==> src/rtl/mem_stage_pkg.sv <==
// mem_stage shared types: FSM state enum, default constants
// and byte-to-SRAM-word address translation.
package mem_stage_pkg;

  typedef enum logic [1:0] {
    IDLE,
    LOW,
    HIGH,
    DONE
  } mem_state_t;

  localparam int unsigned DEF_ADDR_BASE   = 1024;
  localparam int unsigned DEF_WAIT_CYCLES = 4;

  function automatic logic [31:0] word_addr(
    input logic [31:0] byte_addr,
    input logic [31:0] base
  );
    logic [31:0] off;
    off = byte_addr - base;
    return {2'b00, off[31:2]};
  endfunction

endpackage

==> src/rtl/sram_ctrl.sv <==
// Two-phase 16-bit SRAM controller for 32-bit accesses.
// All strobes, address and data are registered.
module sram_ctrl
  import mem_stage_pkg::*;
#(
  parameter int unsigned WAIT_CYCLES = DEF_WAIT_CYCLES,
  parameter int unsigned SRAM_ADDR_W = 18
) (
  input  logic                   clk,
  input  logic                   rst,
  input  logic                   req,
  input  logic                   wr,
  input  logic [SRAM_ADDR_W-2:0] word,
  input  logic [31:0]            wdata,
  input  logic [15:0]            dq_in,
  output logic                   ready,
  output logic [31:0]            rdata,
  output logic [SRAM_ADDR_W-1:0] sram_addr,
  output logic [15:0]            dq_out,
  output logic                   dq_oe,
  output logic                   ce_n,
  output logic                   oe_n,
  output logic                   we_n
);

  mem_state_t state;
  logic [3:0] cnt;
  logic       is_wr;
  logic       last;

  assign last  = (cnt == 4'(WAIT_CYCLES - 1));
  assign ready = (state == DONE) |
                 ((state == IDLE) & ~req);

  always_ff @(posedge clk) begin
    if (rst) begin
      state     <= IDLE;
      cnt       <= '0;
      is_wr     <= 1'b0;
      rdata     <= '0;
      sram_addr <= '0;
      dq_out    <= '0;
      dq_oe     <= 1'b0;
      ce_n      <= 1'b1;
      oe_n      <= 1'b1;
      we_n      <= 1'b1;
    end else begin
      unique case (state)
        IDLE: begin
          if (req) begin
            state     <= LOW;
            cnt       <= '0;
            is_wr     <= wr;
            sram_addr <= {word, 1'b0};
            dq_out    <= wdata[15:0];
            dq_oe     <= wr;
            ce_n      <= 1'b0;
            oe_n      <= wr;
            we_n      <= 1'b1;
          end
        end
        LOW, HIGH: begin
          if (!last) begin
            cnt  <= cnt + 4'd1;
            we_n <= ~is_wr;
          end else begin
            cnt  <= '0;
            we_n <= 1'b1;
            if (!is_wr && state == LOW)
              rdata[15:0] <= dq_in;
            if (!is_wr && state == HIGH)
              rdata[31:16] <= dq_in;
            if (state == LOW) begin
              state     <= HIGH;
              sram_addr <= {word, 1'b1};
              dq_out    <= wdata[31:16];
            end else begin
              // DONE never re-arms on the stale request
              state <= DONE;
              dq_oe <= 1'b0;
              ce_n  <= 1'b1;
              oe_n  <= 1'b1;
            end
          end
        end
        DONE: state <= IDLE;
        default: state <= IDLE;
      endcase
    end
  end

endmodule

==> src/rtl/mem_stage.sv <==
// Pipeline memory stage over external 16-bit SRAM.
// Define MEM_STAGE_LOCAL_RAM_EN for a 64x32 internal RAM instead.
module mem_stage
  import mem_stage_pkg::*;
#(
  parameter int unsigned ADDR_BASE   = DEF_ADDR_BASE,
  parameter int unsigned WAIT_CYCLES = DEF_WAIT_CYCLES,
  parameter int unsigned SRAM_ADDR_W = 18
) (
  input  logic                   clk,
  input  logic                   rst,
  input  logic                   wb_en_in,
  input  logic                   mem_r_en,
  input  logic                   mem_w_en,
  input  logic [31:0]            alu_result,
  input  logic [31:0]            val_rm,
  input  logic [3:0]             dest_in,
  output logic                   ready,
  output logic                   wb_en_out,
  output logic                   mem_r_en_out,
  output logic [31:0]            alu_result_out,
  output logic [3:0]             dest_out,
  output logic [31:0]            mem_rdata,
  output logic [SRAM_ADDR_W-1:0] sram_addr,
  output logic [15:0]            sram_dq_out,
  output logic                   sram_dq_oe,
  input  logic [15:0]            sram_dq_in,
  output logic                   sram_ce_n,
  output logic                   sram_oe_n,
  output logic                   sram_we_n
);

  logic [SRAM_ADDR_W-2:0] word;

  assign word = (SRAM_ADDR_W-1)'(
    word_addr(alu_result, 32'(ADDR_BASE)));

  assign wb_en_out      = wb_en_in & ready;
  assign mem_r_en_out   = mem_r_en & ready;
  assign alu_result_out = alu_result;
  assign dest_out       = dest_in;

`ifdef MEM_STAGE_LOCAL_RAM_EN

  logic [31:0] ram [64];
  logic [5:0]  idx;
  logic        unused_ok;

  assign idx       = word[5:0];
  assign unused_ok = &{1'b0, sram_dq_in,
                       word[SRAM_ADDR_W-2:6]};

  always_ff @(posedge clk) begin
    if (mem_w_en)
      ram[idx] <= val_rm;
  end

  always_ff @(posedge clk) begin
    if (rst)
      mem_rdata <= '0;
    else if (mem_r_en && !mem_w_en)
      mem_rdata <= ram[idx];
  end

  assign ready       = 1'b1;
  assign sram_addr   = '0;
  assign sram_dq_out = '0;
  assign sram_dq_oe  = 1'b0;
  assign sram_ce_n   = 1'b1;
  assign sram_oe_n   = 1'b1;
  assign sram_we_n   = 1'b1;

`else

  sram_ctrl #(
    .WAIT_CYCLES (WAIT_CYCLES),
    .SRAM_ADDR_W (SRAM_ADDR_W)
  ) u_ctrl (
    .clk       (clk),
    .rst       (rst),
    .req       (mem_r_en | mem_w_en),
    .wr        (mem_w_en),
    .word      (word),
    .wdata     (val_rm),
    .dq_in     (sram_dq_in),
    .ready     (ready),
    .rdata     (mem_rdata),
    .sram_addr (sram_addr),
    .dq_out    (sram_dq_out),
    .dq_oe     (sram_dq_oe),
    .ce_n      (sram_ce_n),
    .oe_n      (sram_oe_n),
    .we_n      (sram_we_n)
  );

`endif

endmodule

==> config.mk <==
export PLATFORM = sky130hd
export DESIGN_NAME = mem_stage
export DESIGN_NICKNAME = d
export VERILOG_FILES = /design/src/rtl/mem_stage_pkg.sv /design/src/rtl/sram_ctrl.sv /design/src/rtl/mem_stage.sv
export SDC_FILE = /design/constraint.sdc
export NUM_CORES = 1
export LEC_CHECK = 0
export CAP_MARGIN = 10
export CORE_AREA = 4 4 119 121
export CTS_CLUSTER_DIAMETER = 150
export DETAILED_ROUTE_END_ITERATION = 12
export DIE_AREA = 0 0 123 125
export HOLD_SLACK_MARGIN = 0.06
export PLACE_DENSITY_LB_ADDON = 0.05
export SLEW_MARGIN = 10
export SYNTH_ARGS = -nofsm -noshare
export SYNTH_HDL_FRONTEND = slang
export SYNTH_HIERARCHICAL = 1
export SYNTH_SLANG_ARGS = --single-unit
==> constraint.sdc <==
create_clock -name clk -period 2.1 [get_ports clk]
set_input_delay 0.315 -clock clk [delete_from_list [all_inputs] [get_ports clk]]
set_output_delay 0.315 -clock clk [all_outputs]
set_load 0.01 [all_outputs]
==> results by stage, run 1 <==
Global route:
- The first-pass GRT wire length is 16.4 mm.
- The total overflow left after global routing is 0.
- The global-route usage over all layers is 13.5%.
- The number of antenna violations at the first check in global routing was 0.
- The number of global-route vias before repair is 3217.
- The largest net degree at the start of global routing is 78.

Placement:
- The final weighted congestion in routability-driven placement is 0.707.
- The total of buffers placed on input and output ports is 159.
- Counting tap cells, the placed design contains a total of 701 instances.
- Detailed placement finished with a half-perimeter wire length of 7.69 mm.

Clock network:
- TritonCTS built the clock tree.
- The number of buffers on the longest clock path is 2.
- The number of setup buffers added after CTS is 0.
- The CTS clock-pin slew for the worst setup and hold paths is 0.06 ns.
- The tree is rooted in a clkbuf_16.
- The number of sinks handled by clock tree synthesis is 77.
- CTS built an H-tree with a depth of 3.
- Counting the buffers created by CTS gives 9.
- The clock latency reported for the late side of the worst-skew pair is 0.33 ns.

Run:
- Across the run, the number of max-cap violations was 0.

Synthesis:
- The count of synthesis-stage warnings from yosys is 6.
- Synthesis inferred 77 register bits.
- The register area share after synthesis is 40.2%.
- Yosys mapped a number of flops with a built-in enable equal to 0.
- Averaged over all synthesized cells, the footprint is 9.38 um^2.
- The most frequently used flop master after synthesis is dfxtp_1.
- The number of nets in the synthesized netlist is 505.
- The number of different library cells used by synthesis comes to 45.
- The cell area after synthesis is 3830 um^2.
- The proportion of register bits with asynchronous set or reset after synthesis is 0%.
- The synthesized netlist cell count is 409.

Final layout:
- The growth of design area from synthesis to finish is 49.0%.
- The number of antenna repair diodes is 0.
- The number of fillers in the final layout is 1293.
- The library cell used most frequently in the layout, excluding fill and tap cells, is clkdlybuf4s50_1.
- Of the cells placed in the final design, the portion with a size suffix greater than 1 is 8.89%.
- The final layout contains 632 nets.
- The number of cells in the finished layout apart from fillers is 716.
- The library cells used most frequently in the layout, excluding fill and tap cells, are clkdlybuf4s50_1, nand2_1, dfxtp_1, mux2i_1, buf_4.

Routing:
- The first routing iteration left 141 violations.
- In the routed layout, each cell is associated on average with a via count of 4.45.
- The remaining routing DRC violations is 0.
- The via count is 3185.
- The pre-antenna-repair detailed-routing pass consisted of 4 iterations.
- In this run the remaining antenna-violating nets after routing total 0.
- Summed over all layers, the routed wires come to 10.3 mm.
- In the final routed layout, each cell accounts on average for 14.4 um.

STA:
- At the pin with the least slew margin, the transition time is 0.412 ns.
- The count of pins over their slew limit is 0.
- Final hold analysis gives a worst-case slack of 0.452 ns.
- Setup violations remaining at the end of the flow were counted as 0.
- Timing would allow up to 503 MHz.
- After layout, the minimum clock period comes to 1.99 ns.
- The final setup skew is 0.00828 ns.
- The number of hold violations in the final report is 0.
- Setup repair after global routing left no endpoint under its margin.
- The worst slew slack as a fraction of its limit is 72.5%.
- Of the available clock period, the critical path in the final layout requires 94.6%.
- For the final routed database, the setup TNS stands at 0 ns.

Power and ir drop:
- The analysis attributes to cell leakage a power of 2.40 nW.
- IR analysis of the VDD net gives a maximum drop of 0.671 mV.
- Combinational logic burns 47.8% of the power.
- The power spent charging and discharging nets is 2.29 mW.
- The power per standard cell area is 1180 nW/um^2.
- Internal power comes to 4.44 mW.
- The switching power share of the total is 34.0%.
- The fraction of power consumed by sequential logic is 29.3%.
- The clock network is responsible for 22.9% of the overall power.

Setup path:
- The critical path is of the input pin to output pin type.
- The required time of the critical path is 1.78 ns.
- The worst setup path is captured at an output pin.
- The worst setup path is launched from an input pin.
- The depth of the worst register-to-register path is 6.
- The biggest fanout along the worst timing path is 3.
- For the worst setup path, the data arrival time is 1.67 ns.
- The setup check on the worst reg-to-reg path leaves a slack of 0.17 ns.

Floorplan:
- The height of the die is 125 um.
- During I/O placement, the number of pins put on the boundary was 198.
- From left edge to right edge, the die measures 123 um.
- The overall die area is 15400 um^2.
- The standard-cell row count is 42.
- Once the floorplan was initialized, standard cells occupied 29.3% of the core.
- The floorplan step defined a core boundary enclosing 13100 um^2.

Status:
- The flow ran to the end, and the final reports show no timing, DRC or antenna violations.

Worst hold path:
- The instance count along the most critical hold path is 2.
- The path type of the worst min-delay path is flip-flop to flip-flop.
## metal layers
| metal | part of all wire, % | vias up | global-route usage (%) |
|---|---|---|---|
| li1 | - | 1615 | - |
| met1 | 44 | 1447 | 16.6 |
| met2 | 46 | 111 | 21.6 |
| met3 | 8.4 | 12 | 4.56 |
| met4 | 1.6 | 0 | 5.15 |
| met5 | 0 | - | 0 |
## synthesized netlist by cell type (3+ instances only)
master	count	share of area (%)
dfxtp_1	77	40
ha_1	7	2.3
o211a_1	14	3.7
nor2_1	5	0.49
mux2_2	5	1.5
nand2b_1	4	0.65
xnor2_1	3	0.69
nand3_1	6	0.78
inv_1	7	0.69
buf_4	37	7.2
o21ai_0	3	0.39
xor2_1	4	0.91
buf_2	5	0.65
or3_1	3	0.49
mux2i_1	67	17
clkbuf_1	14	1.4
a21oi_1	3	0.39
o2111ai_1	12	2.7
nand2_1	99	9.7
buf_6	4	1.2
## cell families after synthesis
family,Yosys count,share of synthesized area [%]
adder cells (fa/ha/maj),7,2.28
AO/OA/AOI/OAI,43,9.62
flip-flops,77,40.2
buffers and inverters,71,11.5
XOR/XNOR,7,1.60
AND/OR/NAND/NOR,131,15.4
multiplexers,73,19.3
## what timing repair did
item,4_1_cts,5_1_grt
endpoints found under the setup margin,3,0
resized for setup,4,0
hold buffers,0,0
## critical path: stages
cell	delay, ns
clkdlybuf4s50_1	0.41
or2_2	0.30
nand2b_1	0.16
nand2b_1	0.10
and2_1	0.12
dlygate4sd2_1	0.26
## through the flow
stage / power [mW] / utilization [%] / cell area (um^2) / setup WS (ns)
floorplan: 3.97 / - / 3830 / 0.300
global placement: 5.24 / 41.4 / 5420 / -0.160
CTS: 6.83 / 43.7 / 5710 / 0.106
detailed placement: 5.25 / 41.4 / 5420 / -0.177
finish: 6.72 / 43.7 / 5710 / 0.114
global route: 7.19 / 43.7 / 5710 / 0.0121
## power by group through the flow
stage,clock network (mW),registers (mW),logic (mW)
floorplan,0,2.13,1.84
global placement,0,2.00,3.24
detailed placement,0,2.00,3.25
CTS,1.59,1.98,3.27
global route,1.66,2.02,3.51
finish,1.54,1.97,3.21
## worst paths after layout
check,end,startpoint
max,wb_en_out,mem_r_en
min,u_ctrl/sram_addr[6]$_SDFFE_PP0P_,u_ctrl/sram_addr[6]$_SDFFE_PP0P_
max reg2reg,u_ctrl/rdata[1]$_SDFFE_PP0P_,u_ctrl/state[0]$_SDFFE_PP0P_
min reg2reg,u_ctrl/sram_addr[6]$_SDFFE_PP0P_,u_ctrl/sram_addr[6]$_SDFFE_PP0P_
## cell type report
type	count	area, um^2	share of cell area (%)
clock buffer	11	243	4.25
multi-input combinational	261	1850	32.4
sequential	77	1540	27.0
tap	176	220	3.85
clock inverter	4	48.8	0.854
timing repair buffer	179	1780	31.1
inverter	8	31.3	0.548
## flip-flops by register name (all words and copies together) (netlist names)
register and count:
u_ctrl/sram_addr 18, u_ctrl/state 2, u_ctrl/ce_n 1, u_ctrl/oe_n 1
u_ctrl/dq_oe 1, u_ctrl/rdata 32, u_ctrl/dq_out 16, u_ctrl/is_wr 1
u_ctrl/we_n 1, u_ctrl/cnt 4
Power figures use the tool's default switching activity.
==> run 2, diff against run 1 <==
Settings changed: CAP_MARGIN 10 to 20.
==> results of run 2 <==
Final layout, timing and power as in run 1 (identical DEF).
==> run 3, diff against run 2 <==
Settings changed: PLACE_DENSITY set to 0.63, PLACE_DENSITY_LB_ADDON 0.05 to unset.
==> run 3 against run 2 <==
Clock skew is 0.0026 ns lower. Worst setup slack worse by 0.012 ns. Cell count fell by 0.14%. Fmax down 0.58%. Flip-flop and latch count did not move. Power down 0.43%. Final area is 0.20% lower. Critical path depth did not move. Combinational power decreased by 2%. Worst hold slack improved by 0.0061 ns. Critical path type unchanged.
==> results by stage, run 3 (synthesis gave the netlist of run 1 again) <==
Status:
- Status: completed (unchanged).

STA:
- The total of endpoints with negative setup slack in the final report is 0 (unchanged).
- The worst slew slack as a fraction of its limit is 67.2% (was 72.5%).
- The share of the clock period used by the worst path after layout is 95.1% (was 94.6%).
- The final setup skew came to 0.00563 ns (was 0.00828 ns).
- The clock period minus final worst setup slack is 2.00 ns (was 1.99 ns).
- The transition time at the pin with the least slew margin is 0.491 ns (was 0.412 ns).
- The final worst hold slack is 0.458 ns (was 0.452 ns).
- The highest clock frequency the design can meet was 500 MHz (was 503 MHz).
- RSZ-0062 raised after global routing: false (unchanged).
- The count of pins over their slew limit came to 0 (unchanged).
- The worst path setup slack after routing came to 0.102 ns (was 0.114 ns).
- The number of hold violations in the final report is 0 (unchanged).

Placement:
- The placed wire-length estimate is 7.66 mm (was 7.69 mm).
- The final weighted congestion in routability-driven placement is 0.763 (was 0.707).
- The worst-case setup slack after placement came to -0.196 ns (was -0.177 ns).
- The standard cell area after detailed placement is 5390 um^2 (was 5420 um^2).
- The total of buffers placed on input and output ports is 159 (unchanged).

Run:
- The max capacitance violation total is 0 (unchanged).

Routing:
- The first-pass iteration count of the detailed router is 6 (was 4).
- The violation count after the first detailed-routing iteration was 97 (was 141).
- The remaining routing DRC violations is 0 (unchanged).
- The detailed-route vias per instance came to 4.58 (was 4.45).
- The total wire length after detailed routing is 10.2 mm (was 10.3 mm).
- The post-detailed-route count of antenna-violating nets was 0 (unchanged).
- The wire length per cell is 14.2 um (was 14.4 um).
- The via count is 3277 (was 3185).

Setup path:
- The critical path endpoint category is an output pin (unchanged).
- Cell-by-cell trace of the critical path: clkdlybuf4s50_1 -> or2_2 -> nand2b_1 -> nand2b_1 -> and2_1 -> dlygate4sd2_1 (unchanged).
- The category of the most critical setup path is input pin to output pin (unchanged).
- The sort of element at the start of the critical path was an input pin (unchanged).
- The top cell family by delay on the critical path is simple AND/OR/NAND/NOR gates (unchanged).
- The biggest fanout along the worst timing path was 3 (unchanged).
- The cell with the most instances on the worst path is nand2b_1 (unchanged).
- The data arrival time at the worst-slack endpoint came to 1.68 ns (was 1.67 ns).
- The number of buffer and inverter stages on the critical path is 2 (unchanged).
- The required time of the critical path was 1.78 ns (about the same).
- The highest cell delay on the worst timing path is 0.41 ns (about the same).
- The cell with the biggest individual delay on the critical path is clkdlybuf4s50_1 (unchanged).

Final layout:
- The growth of design area from synthesis to finish was 48.7% (was 49.0%).
- The number of flip-flops under the largest register name is 32 (unchanged).
- Largest registers in the final layout: u_ctrl/rdata x32, u_ctrl/sram_addr x18, u_ctrl/dq_out x16 (unchanged).
- The number of antenna repair diodes is 0 (unchanged).
- The total number of nets in the final design came to 631 (was 632).
- The fraction of layout cells with a size suffix above 1 is 8.91% (was 8.89%).
- The most common cell after layout, fill and taps aside is clkdlybuf4s50_1 (unchanged).
- The register with the highest flop count is u_ctrl/rdata (unchanged).
- The total non-filler cell area in the finished layout is 5700 um^2 (was 5710 um^2).
- The utilization after layout is 43.6% (was 43.7%).
- The number of fillers in the final layout was 1262 (was 1293).
- Most used cells in the layout excluding fill and tap cells: clkdlybuf4s50_1, nand2_1, dfxtp_1, mux2i_1, buf_4 (unchanged).

Worst hold path:
- The path type of the worst min-delay path is flip-flop to flip-flop (unchanged).

Floorplan:
- The top-level I/O count is 198 (unchanged).
- The x dimension of the die is 123 um (unchanged).
- The placeable core region came to 13100 um^2 (unchanged).
- The starting density of the core came to 29.3% (unchanged).
- The standard-cell row count was 42 (unchanged).
- The height of the die was 125 um (unchanged).
- The overall die area is 15400 um^2 (unchanged).

Clock network:
- The number of setup buffers added after CTS was 0 (unchanged).
- The number of sinks handled by clock tree synthesis is 77 (unchanged).
- The CTS tree is done (unchanged).
- The CTS clock-pin slew for the worst setup and hold paths came to 0.06 ns (about the same).
- The CTS buffer count is 9 (unchanged).
- The number of buffers on the longest clock path is 2 (unchanged).
- The cell at the root of the clock tree was clkbuf_16 (unchanged).
- The clock latency reported for the late side of the worst-skew pair came to 0.32 ns (was 0.33 ns).
- The H-tree depth is 3 (unchanged).
- The cts-stage hold buffer count is 0 (unchanged).

Global route:
- The number of antenna violations at the first check in global routing is 0 (unchanged).
- The first-pass GRT wire length is 16.5 mm (was 16.4 mm).
- The largest net degree at the start of global routing is 108 (was 78).
- The residual overflow from global routing is 0 (unchanged).
- The global-route usage over all layers is 13.2% (was 13.5%).
- The number of global-route vias before repair is 3398 (was 3217).

Power and ir drop:
- The highest ir drop seen on vdd is 0.502 mV (was 0.671 mV).
- The leakage component of the power was 2.40 nW (about the same).
- The power per standard cell area was 1170 nW/um^2 (was 1180 nW/um^2).
- The final total power is 6.69 mW (was 6.72 mW).
## run 3: cell types whose count changed in the layout (fill, tap and decap cells not counted), sizes merged
cell	delta
buf	-1
clkinvlp	+1
inv	+1
clkinv	-2
## run 3: power breakdown
part	switching [mW]	total, mW	internal [mW]
sequential	0.188	1.99	1.80
combinational	1.50	3.16	1.67
clock	0.568	1.54	0.974
## run 3: metal layers
metal,vias to the layer above,track usage [%],part of all wire (%)
li1,1616,-,-
met3,22,4.47,9.0
met5,-,0,0
met1,1511,16.1,43
met4,0,5.67,1.9
met2,128,21.3,46
## run 3: timing repair
action / CTS / global route
endpoints found under the setup margin: 18 / 15
resized for setup: 4 / 2
endpoints found under the hold margin: 0 / 0
cloned: 0 / 0
## run 3: path summary, 6_finish.rpt
check,from,to,slack [ns],cells after the start
worst max-delay path,mem_r_en,mem_r_en_out,0.10,6
worst min-delay path,u_ctrl/rdata[13]$_SDFFE_PP0P_,u_ctrl/rdata[13]$_SDFFE_PP0P_,0.46,2
worst max register to register,u_ctrl/state[0]$_SDFFE_PP0P_,u_ctrl/rdata[3]$_SDFFE_PP0P_,0.24,6
worst min register to register,u_ctrl/rdata[13]$_SDFFE_PP0P_,u_ctrl/rdata[13]$_SDFFE_PP0P_,0.46,2
## run 3: area by class of cell
cell class | instances | area [um^2] | share of cell area, %
clock inverters | 4 | 47.5 | 0.834
well taps | 176 | 220 | 3.86
repair buffers | 178 | 1750 | 30.6
multi-input cells | 261 | 1860 | 32.7
inverters | 8 | 30.0 | 0.527
clock buffers | 11 | 253 | 4.43
flip-flops and latches | 77 | 1540 | 27.0
## run 3: through the flow
| stage | setup TNS [ns] | instances |
|---|---|---|
| global route | 0 | 715 |
| CTS | 0 | 715 |
| finish | 0 | 715 |
| global placement | -0.967 | 700 |
| floorplan | 0 | 409 |
| detailed placement | -1.84 | 700 |
## run 3: worst register-to-register path: cells and delay by family (launching register included)
family        cells  cell delay, ns
fa+ha+maj         1            0.37
buf+inv           2            0.36
flops             1            0.38
mux               1            0.24
simple gates      2            0.44
